<file path="src/rtl/bit_stream_pkg.sv">
// Shared types and constants for the serial bit-pattern transmitter and its
// seven-segment progress display.
package bit_stream_pkg;

    typedef enum logic [2:0] {
        IDLE  = 3'd0,
        LOAD  = 3'd1,
        SHIFT = 3'd2,
        GAP   = 3'd3,
        DONE  = 3'd4
    } tx_state_t;

    // Active-high segment codes, bit7 (decimal point) always off
    localparam logic [7:0] SEG_0 = 8'h3F;
    localparam logic [7:0] SEG_1 = 8'h06;
    localparam logic [7:0] SEG_2 = 8'h5B;
    localparam logic [7:0] SEG_3 = 8'h4F;
    localparam logic [7:0] SEG_4 = 8'h66;
    localparam logic [7:0] SEG_5 = 8'h6D;
    localparam logic [7:0] SEG_6 = 8'h7D;
    localparam logic [7:0] SEG_7 = 8'h07;
    localparam logic [7:0] SEG_8 = 8'h7F;
    localparam logic [7:0] SEG_9 = 8'h6F;
    localparam logic [7:0] SEG_A = 8'h77;
    localparam logic [7:0] SEG_B = 8'h7C;
    localparam logic [7:0] SEG_C = 8'h39;
    localparam logic [7:0] SEG_D = 8'h5E;
    localparam logic [7:0] SEG_E = 8'h79;
    localparam logic [7:0] SEG_F = 8'h71;

endpackage

</file>
<file path="src/rtl/seg7_hex_decoder.sv">
// Combinational hex digit to seven-segment decoder, shared with the hex counter.
module seg7_hex_decoder
    import bit_stream_pkg::*;
(
    input  logic [3:0] i_hex,
    output logic [7:0] o_seg
);

    always_comb begin
        o_seg = SEG_0;
        case (i_hex)
            4'h0: o_seg = SEG_0;
            4'h1: o_seg = SEG_1;
            4'h2: o_seg = SEG_2;
            4'h3: o_seg = SEG_3;
            4'h4: o_seg = SEG_4;
            4'h5: o_seg = SEG_5;
            4'h6: o_seg = SEG_6;
            4'h7: o_seg = SEG_7;
            4'h8: o_seg = SEG_8;
            4'h9: o_seg = SEG_9;
            4'hA: o_seg = SEG_A;
            4'hB: o_seg = SEG_B;
            4'hC: o_seg = SEG_C;
            4'hD: o_seg = SEG_D;
            4'hE: o_seg = SEG_E;
            4'hF: o_seg = SEG_F;
            default: o_seg = SEG_0;
        endcase
    end

endmodule

</file>
<file path="src/rtl/bit_stream_tx.sv">
// Serial transmitter: sends a captured word MSB-first, optionally repeated with
// idle gaps, and counts bits that are the third-or-later 1 of a run.
module bit_stream_tx
    import bit_stream_pkg::*;
#(
    parameter int NBITS_WORD = 8,
    parameter int NBITS_REP  = 2,
    parameter int GAP_CYCLES = 1,
    parameter int NBITS_RUN  = 8
) (
    input  logic                  clk_2,
    input  logic                  reset_n,
    input  logic                  start,
    input  logic [NBITS_WORD-1:0] data_in,
    input  logic [NBITS_REP-1:0]  repeat_cnt,
    output logic                  out_bit,
    output logic                  out_valid,
    output logic                  busy,
    output logic                  done,
    output logic [3:0]            bits_left,
    output logic [7:0]            SEG,
    output logic [NBITS_RUN-1:0]  run_count
);

    localparam int BL_W  = $clog2(NBITS_WORD) + 1;
    localparam int GAP_W = (GAP_CYCLES > 1) ? $clog2(GAP_CYCLES) : 1;

    localparam logic [BL_W-1:0]      BL_FULL  = BL_W'(NBITS_WORD);
    localparam logic [BL_W-1:0]      BL_ONE   = BL_W'(1);
    localparam logic [GAP_W-1:0]     GAP_LAST = GAP_W'(GAP_CYCLES - 1);
    localparam logic [GAP_W-1:0]     GAP_ONE  = GAP_W'(1);
    localparam logic [NBITS_REP-1:0] REP_ONE  = NBITS_REP'(1);
    localparam logic [NBITS_RUN-1:0] RUN_ONE  = NBITS_RUN'(1);
    localparam logic [NBITS_RUN-1:0] RUN_MAX  = '1;

    tx_state_t             r_state;
    tx_state_t             w_next_state;
    logic                  r_start;
    logic                  r_start_q;
    logic [NBITS_WORD-1:0] r_shreg;
    logic [NBITS_WORD-1:0] r_hold;
    logic [NBITS_REP-1:0]  r_rep;
    logic [BL_W-1:0]       r_bits_left;
    logic [GAP_W-1:0]      r_gap_cnt;
    logic [1:0]            r_runlen;
    logic [NBITS_RUN-1:0]  r_run_count;
    logic                  w_start_edge;
    logic                  w_last_bit;
    logic                  w_bit;
    logic [3:0]            w_bits_left;

    // start is registered first, so a launch edge lands in LOAD one cycle later
    assign w_start_edge = r_start & ~r_start_q;
    assign w_last_bit   = (r_bits_left == BL_ONE);
    assign w_bit        = r_shreg[NBITS_WORD-1];

    always_ff @(posedge clk_2 or negedge reset_n) begin
        if (!reset_n) begin
            r_state <= IDLE;
        end else begin
            r_state <= w_next_state;
        end
    end

    always_comb begin
        w_next_state = r_state;
        case (r_state)
            IDLE:    if (w_start_edge) w_next_state = LOAD;
            LOAD:    w_next_state = SHIFT;
            SHIFT:   if (w_last_bit) w_next_state = (r_rep != '0) ? GAP : DONE;
            GAP:     if (r_gap_cnt == GAP_LAST) w_next_state = SHIFT;
            DONE:    w_next_state = IDLE;
            default: w_next_state = IDLE;
        endcase
    end

    always_comb begin
        out_valid = 1'b0;
        busy      = 1'b1;
        done      = 1'b0;
        case (r_state)
            IDLE:    busy = 1'b0;
            SHIFT:   out_valid = 1'b1;
            DONE:    done = 1'b1;
            default: ;
        endcase
    end

    assign out_bit     = out_valid & w_bit;
    assign w_bits_left = 4'(r_bits_left);
    assign bits_left   = w_bits_left;
    assign run_count   = r_run_count;

    always_ff @(posedge clk_2 or negedge reset_n) begin
        if (!reset_n) begin
            r_start     <= 1'b0;
            r_start_q   <= 1'b0;
            r_rep       <= '0;
            r_bits_left <= '0;
            r_gap_cnt   <= '0;
            r_runlen    <= '0;
            r_run_count <= '0;
        end else begin
            r_start   <= start;
            r_start_q <= r_start;
            case (r_state)
                LOAD: begin
                    r_rep       <= repeat_cnt;
                    r_run_count <= '0;
                    r_runlen    <= '0;
                    r_bits_left <= BL_FULL;
                end
                SHIFT: begin
                    r_bits_left <= r_bits_left - BL_ONE;
                    if (w_last_bit && (r_rep != '0)) begin
                        r_rep     <= r_rep - REP_ONE;
                        r_gap_cnt <= '0;
                    end
                    // runlen saturates at 3; only its ">=2" information matters
                    if (w_bit) begin
                        if (r_runlen != 2'd3) r_runlen <= r_runlen + 2'd1;
                        if ((r_runlen >= 2'd2) && (r_run_count != RUN_MAX))
                            r_run_count <= r_run_count + RUN_ONE;
                    end else begin
                        r_runlen <= '0;
                    end
                end
                GAP: begin
                    r_runlen  <= '0;
                    r_gap_cnt <= r_gap_cnt + GAP_ONE;
                    if (r_gap_cnt == GAP_LAST) r_bits_left <= BL_FULL;
                end
                default: ;
            endcase
        end
    end

    // Payload registers carry no reset; out_bit is gated by state
    always_ff @(posedge clk_2) begin
        case (r_state)
            LOAD: begin
                r_shreg <= data_in;
                r_hold  <= data_in;
            end
            SHIFT:   r_shreg <= {r_shreg[NBITS_WORD-2:0], 1'b0};
            GAP:     r_shreg <= r_hold;
            default: ;
        endcase
    end

    seg7_hex_decoder u_seg (
        .i_hex (w_bits_left),
        .o_seg (SEG)
    );

endmodule

</file>
<file path="config.mk">
export PLATFORM = sky130hd
export DESIGN_NAME = bit_stream_tx
export DESIGN_NICKNAME = d
export VERILOG_FILES = /design/src/rtl/bit_stream_pkg.sv /design/src/rtl/seg7_hex_decoder.sv /design/src/rtl/bit_stream_tx.sv
export SDC_FILE = /design/constraint.sdc
export NUM_CORES = 1
export LEC_CHECK = 0
export CAP_MARGIN = 40
export CORE_ASPECT_RATIO = 0.6
export CORE_UTILIZATION = 45
export DETAILED_ROUTE_END_ITERATION = 16
export MAX_ROUTING_LAYER = met4
export PLACE_DENSITY_LB_ADDON = 0.1
export SLEW_MARGIN = 20
export SYNTH_ARGS = -nofsm -noshare
export SYNTH_HDL_FRONTEND = slang
export SYNTH_SLANG_ARGS = --single-unit
</file>
<file path="constraint.sdc">
create_clock -name clk_2 -period 3 [get_ports clk_2]
set_clock_uncertainty 0.05 [all_clocks]
set_input_delay 0.6 -clock clk_2 [delete_from_list [all_inputs] [get_ports clk_2]]
set_output_delay 0.6 -clock clk_2 [all_outputs]
set_load 0.01 [all_outputs]
</file>
* After elaboration in Yosys (flattened, before gate mapping)
Memory sizes are Yosys's and may differ from the RTL's.
Index checks and enable logic that the tools add are counted.
** Word-level totals
- Bits in registers :: 38
- Memory bits (read-only) :: 112
- Word-level logic and storage cells :: 70
- Memories :: 1
** Operators by class
- Add/sub/neg operators :: 5
- Order comparisons :: 1
- Equality and inequality tests :: 14
- Multiplexer cells :: 21
- Bitwise gates (word level) :: 3
- Reduce and logical (&&, ||, !) cells :: 15
** Memories
- (name not given) :: depth 16, bits a word 7, rd ports 1, clocked after Yosys merged registers in 0, write ports 0, line seg7_hex_decoder.sv:11 : case (i_hex)
** Operators by type and width (number)
- $pmux W8 S3 :: 1
- $mux W8 :: 2
- $pmux W8 S2 :: 1
- $ne A2 B2 Y1 const B :: 7
- $mux W3 :: 4
- $pmux W3 S4 :: 1
- $pmux W4 S3 :: 1
- $add A8 B1 Y8 const B :: 1
- $ne A8 B8 Y1 const B :: 1
- $pmux W2 S2 :: 2
- $reduce_and A2 Y1 :: 4
- $reduce_bool A2 Y1 :: 4
- $eq A3 B2 Y1 const B :: 2
- $mux W2 :: 3
- $reduce_and A3 Y1 :: 2
- $eq A4 B1 Y1 const B :: 1
- $mux W1 :: 4
- $mux W4 :: 1
- $sub A4 B1 Y4 const B :: 1
- $eq A3 B1 Y1 const B :: 1
- $eq A3 B3 Y1 const B :: 1
- $logic_not A3 Y1 :: 1
- $ne A3 B3 Y1 const B :: 1
- $reduce_bool A3 Y1 :: 1
- other kinds (9) :: 11

* Logic depth before layout (Yosys ltp)
- Depth after elaboration :: 5
- Mapped depth :: 7
- Gate-level depth less buffers :: 6

* By module
Synthesis repeated with hierarchy kept, for this count alone.
** Unflattened totals
- Cell total of the unflattened synthesis :: 217
- Area total of the unflattened synthesis :: 2180.8 µm²
** Modules (own cells, without submodules)
- bit_stream_tx :: times used 1, cells each 182, area an instance 1881.8 µm², seq. area each 1031.0 µm²
- seg7_hex_decoder :: times used 1, cells each 35, area an instance 299.0 µm², seq. area each 0.0 µm²

* Worst setup path before layout
No wires, ideal clock.
- Path type :: flip-flop to output port
- Start :: reg r_bits_left[0] (netlist: bits_left[0])
- End :: out SEG[3]
- Data arrival time :: 1.489 ns
- Slack :: 0.861 ns
- Stages on the path, launching flop included :: 6
- Buffers on the path :: 0
- Cells stage by stage :: dfrtp_1 -> inv_1 -> ha_1 -> inv_1 -> mux4_2 -> inv_1
** On the way
- Word-level cells in the longest chain between the ends :: 1
** RTL lines
- start, declared :: line bit_stream_tx.sv:43 : logic [BL_W-1:0] r_bits_left;
- start signal, assigned :: line bit_stream_tx.sv:114 : r_bits_left <= r_bits_left - BL_ONE;
- $mem_v2 Z16 W7
- end, declared :: line bit_stream_tx.sv:21 : output logic [7:0] SEG,
Every way passes these cells.

* Worst setup path after layout
Same ends and word-level chain as after synthesis.

==> metrics.txt <==
pre-CTS setup slack about 0.35 ns; total congestion overflow 0; crit path cell chain inv_1 -> ha_1 -> inv_1 -> mux4_2 -> inv_1 -> clkdlybuf4s50_1; Synth cell types 49; fin crit share 95.4%; Post-synth ARST share 57.9%; Most common cell on crit path inv_1; HP Class reg2reg; die height ~56 µm; Syn Nets 238; total CTS buffers 5; Core Box Area ~4600 µm²; Ys Warns 0; vias in the first global route ~1500; CP delay by family, top buffers and inverters; register area share after synthesis 47.7%; sw frac 38.5%; Yosys top cell by area dfrtp_1; Slew @ Worst Pin 0.678 ns; Clock Power Share 13.8%; # IOs 37; cell area after placement 2570 µm²; # rows 19; Final setup viols 0; maximum clock path buffer count 2; Synth top area share 25.5%; Critical Path Fanout Max 5; CP Capture Type primary output; final slew viol count 0; Die X 91.5 µm; Max-Slew Margin vs Limit 54.8%; nets@finish 277; pin count of the biggest net entering global routing 23; sequential share of power 35.3%; critical path class reg2out; n_diodes 0; critical path's slowest cell clkdlybuf4s50_1; status finished, final reports clean; Root Driver clkbuf_8; drt pass-1 iters 4; Int Power 1530 µW; Max-cap violations 0; synthesized cell area around 2200 µm²; f_max 0.349 GHz; synthesized area per cell ~10 µm²; DR vias 1660; RSZ-0062 raised after global routing false; # DRC 0; Num Clock Sinks 38; CP startpoint kind flop; number of hold buffers added after cts 0; area grow syn2layout 24.3%; cell area after layout 2690 µm²; Final Critical Period 2.86 ns; total power divided by cell area roughly 930 nW/µm²; H-tree levels 2; most instantiated cells after synthesis 22 x dfrtp_1, 22 x nand2_1, 17 x inv_1; setup_tns 0 ns; Die Area about 5100 µm²; CP arrival 2.21 ns; Worst-Skew Late Latency 0.29 ns; CTS tree yes; net switching power 958 µW; drt initial violations 79; Yosys reg bits 38; VDD IR max 407 µV; initial antenna violation count 0; WP buf/inv 4; layout cells sized above 1 between 10% and 20%; Final WS setup 0.138 ns; Comb pwr share roughly half; WL per Instance 13.7 µm; remaining antenna violation count 0; Leak 0.00113 µW; dpl hpwl 3.00 mm; final weighted congestion in routability-driven placement 0.846; drt total wl 4.32 mm; starting density of the core 47.1%; Total GRT Usage 19.2%; first-pass GRT wire length around 7.4 mm; Synth Instances around 210; number of synthesized flops with an enable pin 16; average vias per placed instance 5.25; Primary FF master, synth dfrtp_1; CP max stage delay about 0.52 ns; endpoints failing hold 0; largest cells by area after synthesis dfrtp_1 25%, edfxtp_1 22%, ha_1 6.9%; Buffers on Ports 35; CP Data Required Time 2.35 ns; clock slew at reported path FFs 0.08 ns
-- metrics by stage --
step	total power (µW)	hold slack (ns)	std cells	utilization, %
finish	2490	0.353	316	58.5
global route	2690	0.373	316	58.5
CTS	2460	0.362	313	58.0
detailed placement	2110	0.332	305	56.1
global placement	2110	0.324	305	56.1
floorplan	1650	0.254	213	-
-- final cells by class --
type,instances,area [µm²]
multi-input cells,146,1010
well taps,63,78.8
repair buffers,44,418
clock buffers,5,68.8
flip-flops and latches,38,1030
clock inverters,3,16.3
fillers,390,1900
inverters,17,63.8
-- power groups by stage --
stage / clock network [µW] / registers, µW / logic, µW
global placement: 0 / 889 / 1220
global route: 373 / 904 / 1410
CTS: 356 / 881 / 1230
finish: 344 / 881 / 1270
floorplan: 0 / 854 / 800
detailed placement: 0 / 888 / 1220
-- what timing repair did --
| action | CTS | global route |
|---|---|---|
| setup endpoints to repair | 0 | 1 |
| buffers inserted | 0 | 3 |
| endpoints found under the hold margin | 0 | 0 |
| resized for setup | 0 | 3 |
-- layout by cell type (no fill, tap or decap), types with 2 or more instances in the layout --
cell type / instances
nor3_1: 5
edfxtp_1: 16
mux2i_1: 13
o21ai_0: 14
a31o_2: 2
dfrtp_1: 20
nand2b_1: 2
dfrtp_2: 2
clkbuf_8: 5
a22oi_1: 2
and2_1: 2
nor2_1: 12
nor2b_1: 3
o22ai_1: 2
nand2_1: 22
a31oi_1: 3
a211oi_1: 3
a22o_1: 3
ha_1: 12
mux2_2: 3
nand3_1: 6
nand4_1: 2
buf_4: 9
a21oi_1: 12
clkdlybuf4s50_1: 35
inv_1: 16
-- cells by family (layout without fill, tap and decap cells) --
| kind of cell | after synthesis | after routing | synth area share, % |
|---|---|---|---|
| buffers and inverters | 29 | 69 | 5.73 |
| adders and majority gates | 12 | 12 | 6.95 |
| DFF | 38 | 38 | 47.7 |
| and+or+nand+nor | 64 | 64 | 15.3 |
| AOI/OAI and AO/OA | 52 | 52 | 15.5 |
| muxes | 17 | 17 | 8.63 |
| other | 1 | 1 | 0.174 |
-- per-layer routing --
metal  track usage, %  share of wire (%)
met2             24.4                 40
met1             29.7                 55
met3             5.05                4.5
met5                -                  0
met4             4.76               0.88
-- registers in the layout, summed over array words and instances, names as in the netlist --
register and count:
r_start_q 1, bits_left 4, r_gap_cnt 1, run_count 8, r_hold 8, r_start 1, r_runlen 2, r_rep 2
r_state 3, r_shreg 8
-- worst paths after layout --
check	startpoint	endpoint	cells after the start	slack (ns)
setup / recovery	bits_left[0]	SEG[3]	6	0.14
hold / removal	r_start	r_start_q	0	0.35
setup reg to reg	r_state[0]	r_hold[7]	3	0.84
hold reg to reg	r_start	r_start_q	0	0.35
max in group asynchronous	reset_n	bits_left[0]	2	2.05
min in group asynchronous	reset_n	run_count[7]	2	0.60
Power figures use the tool's default switching activity.
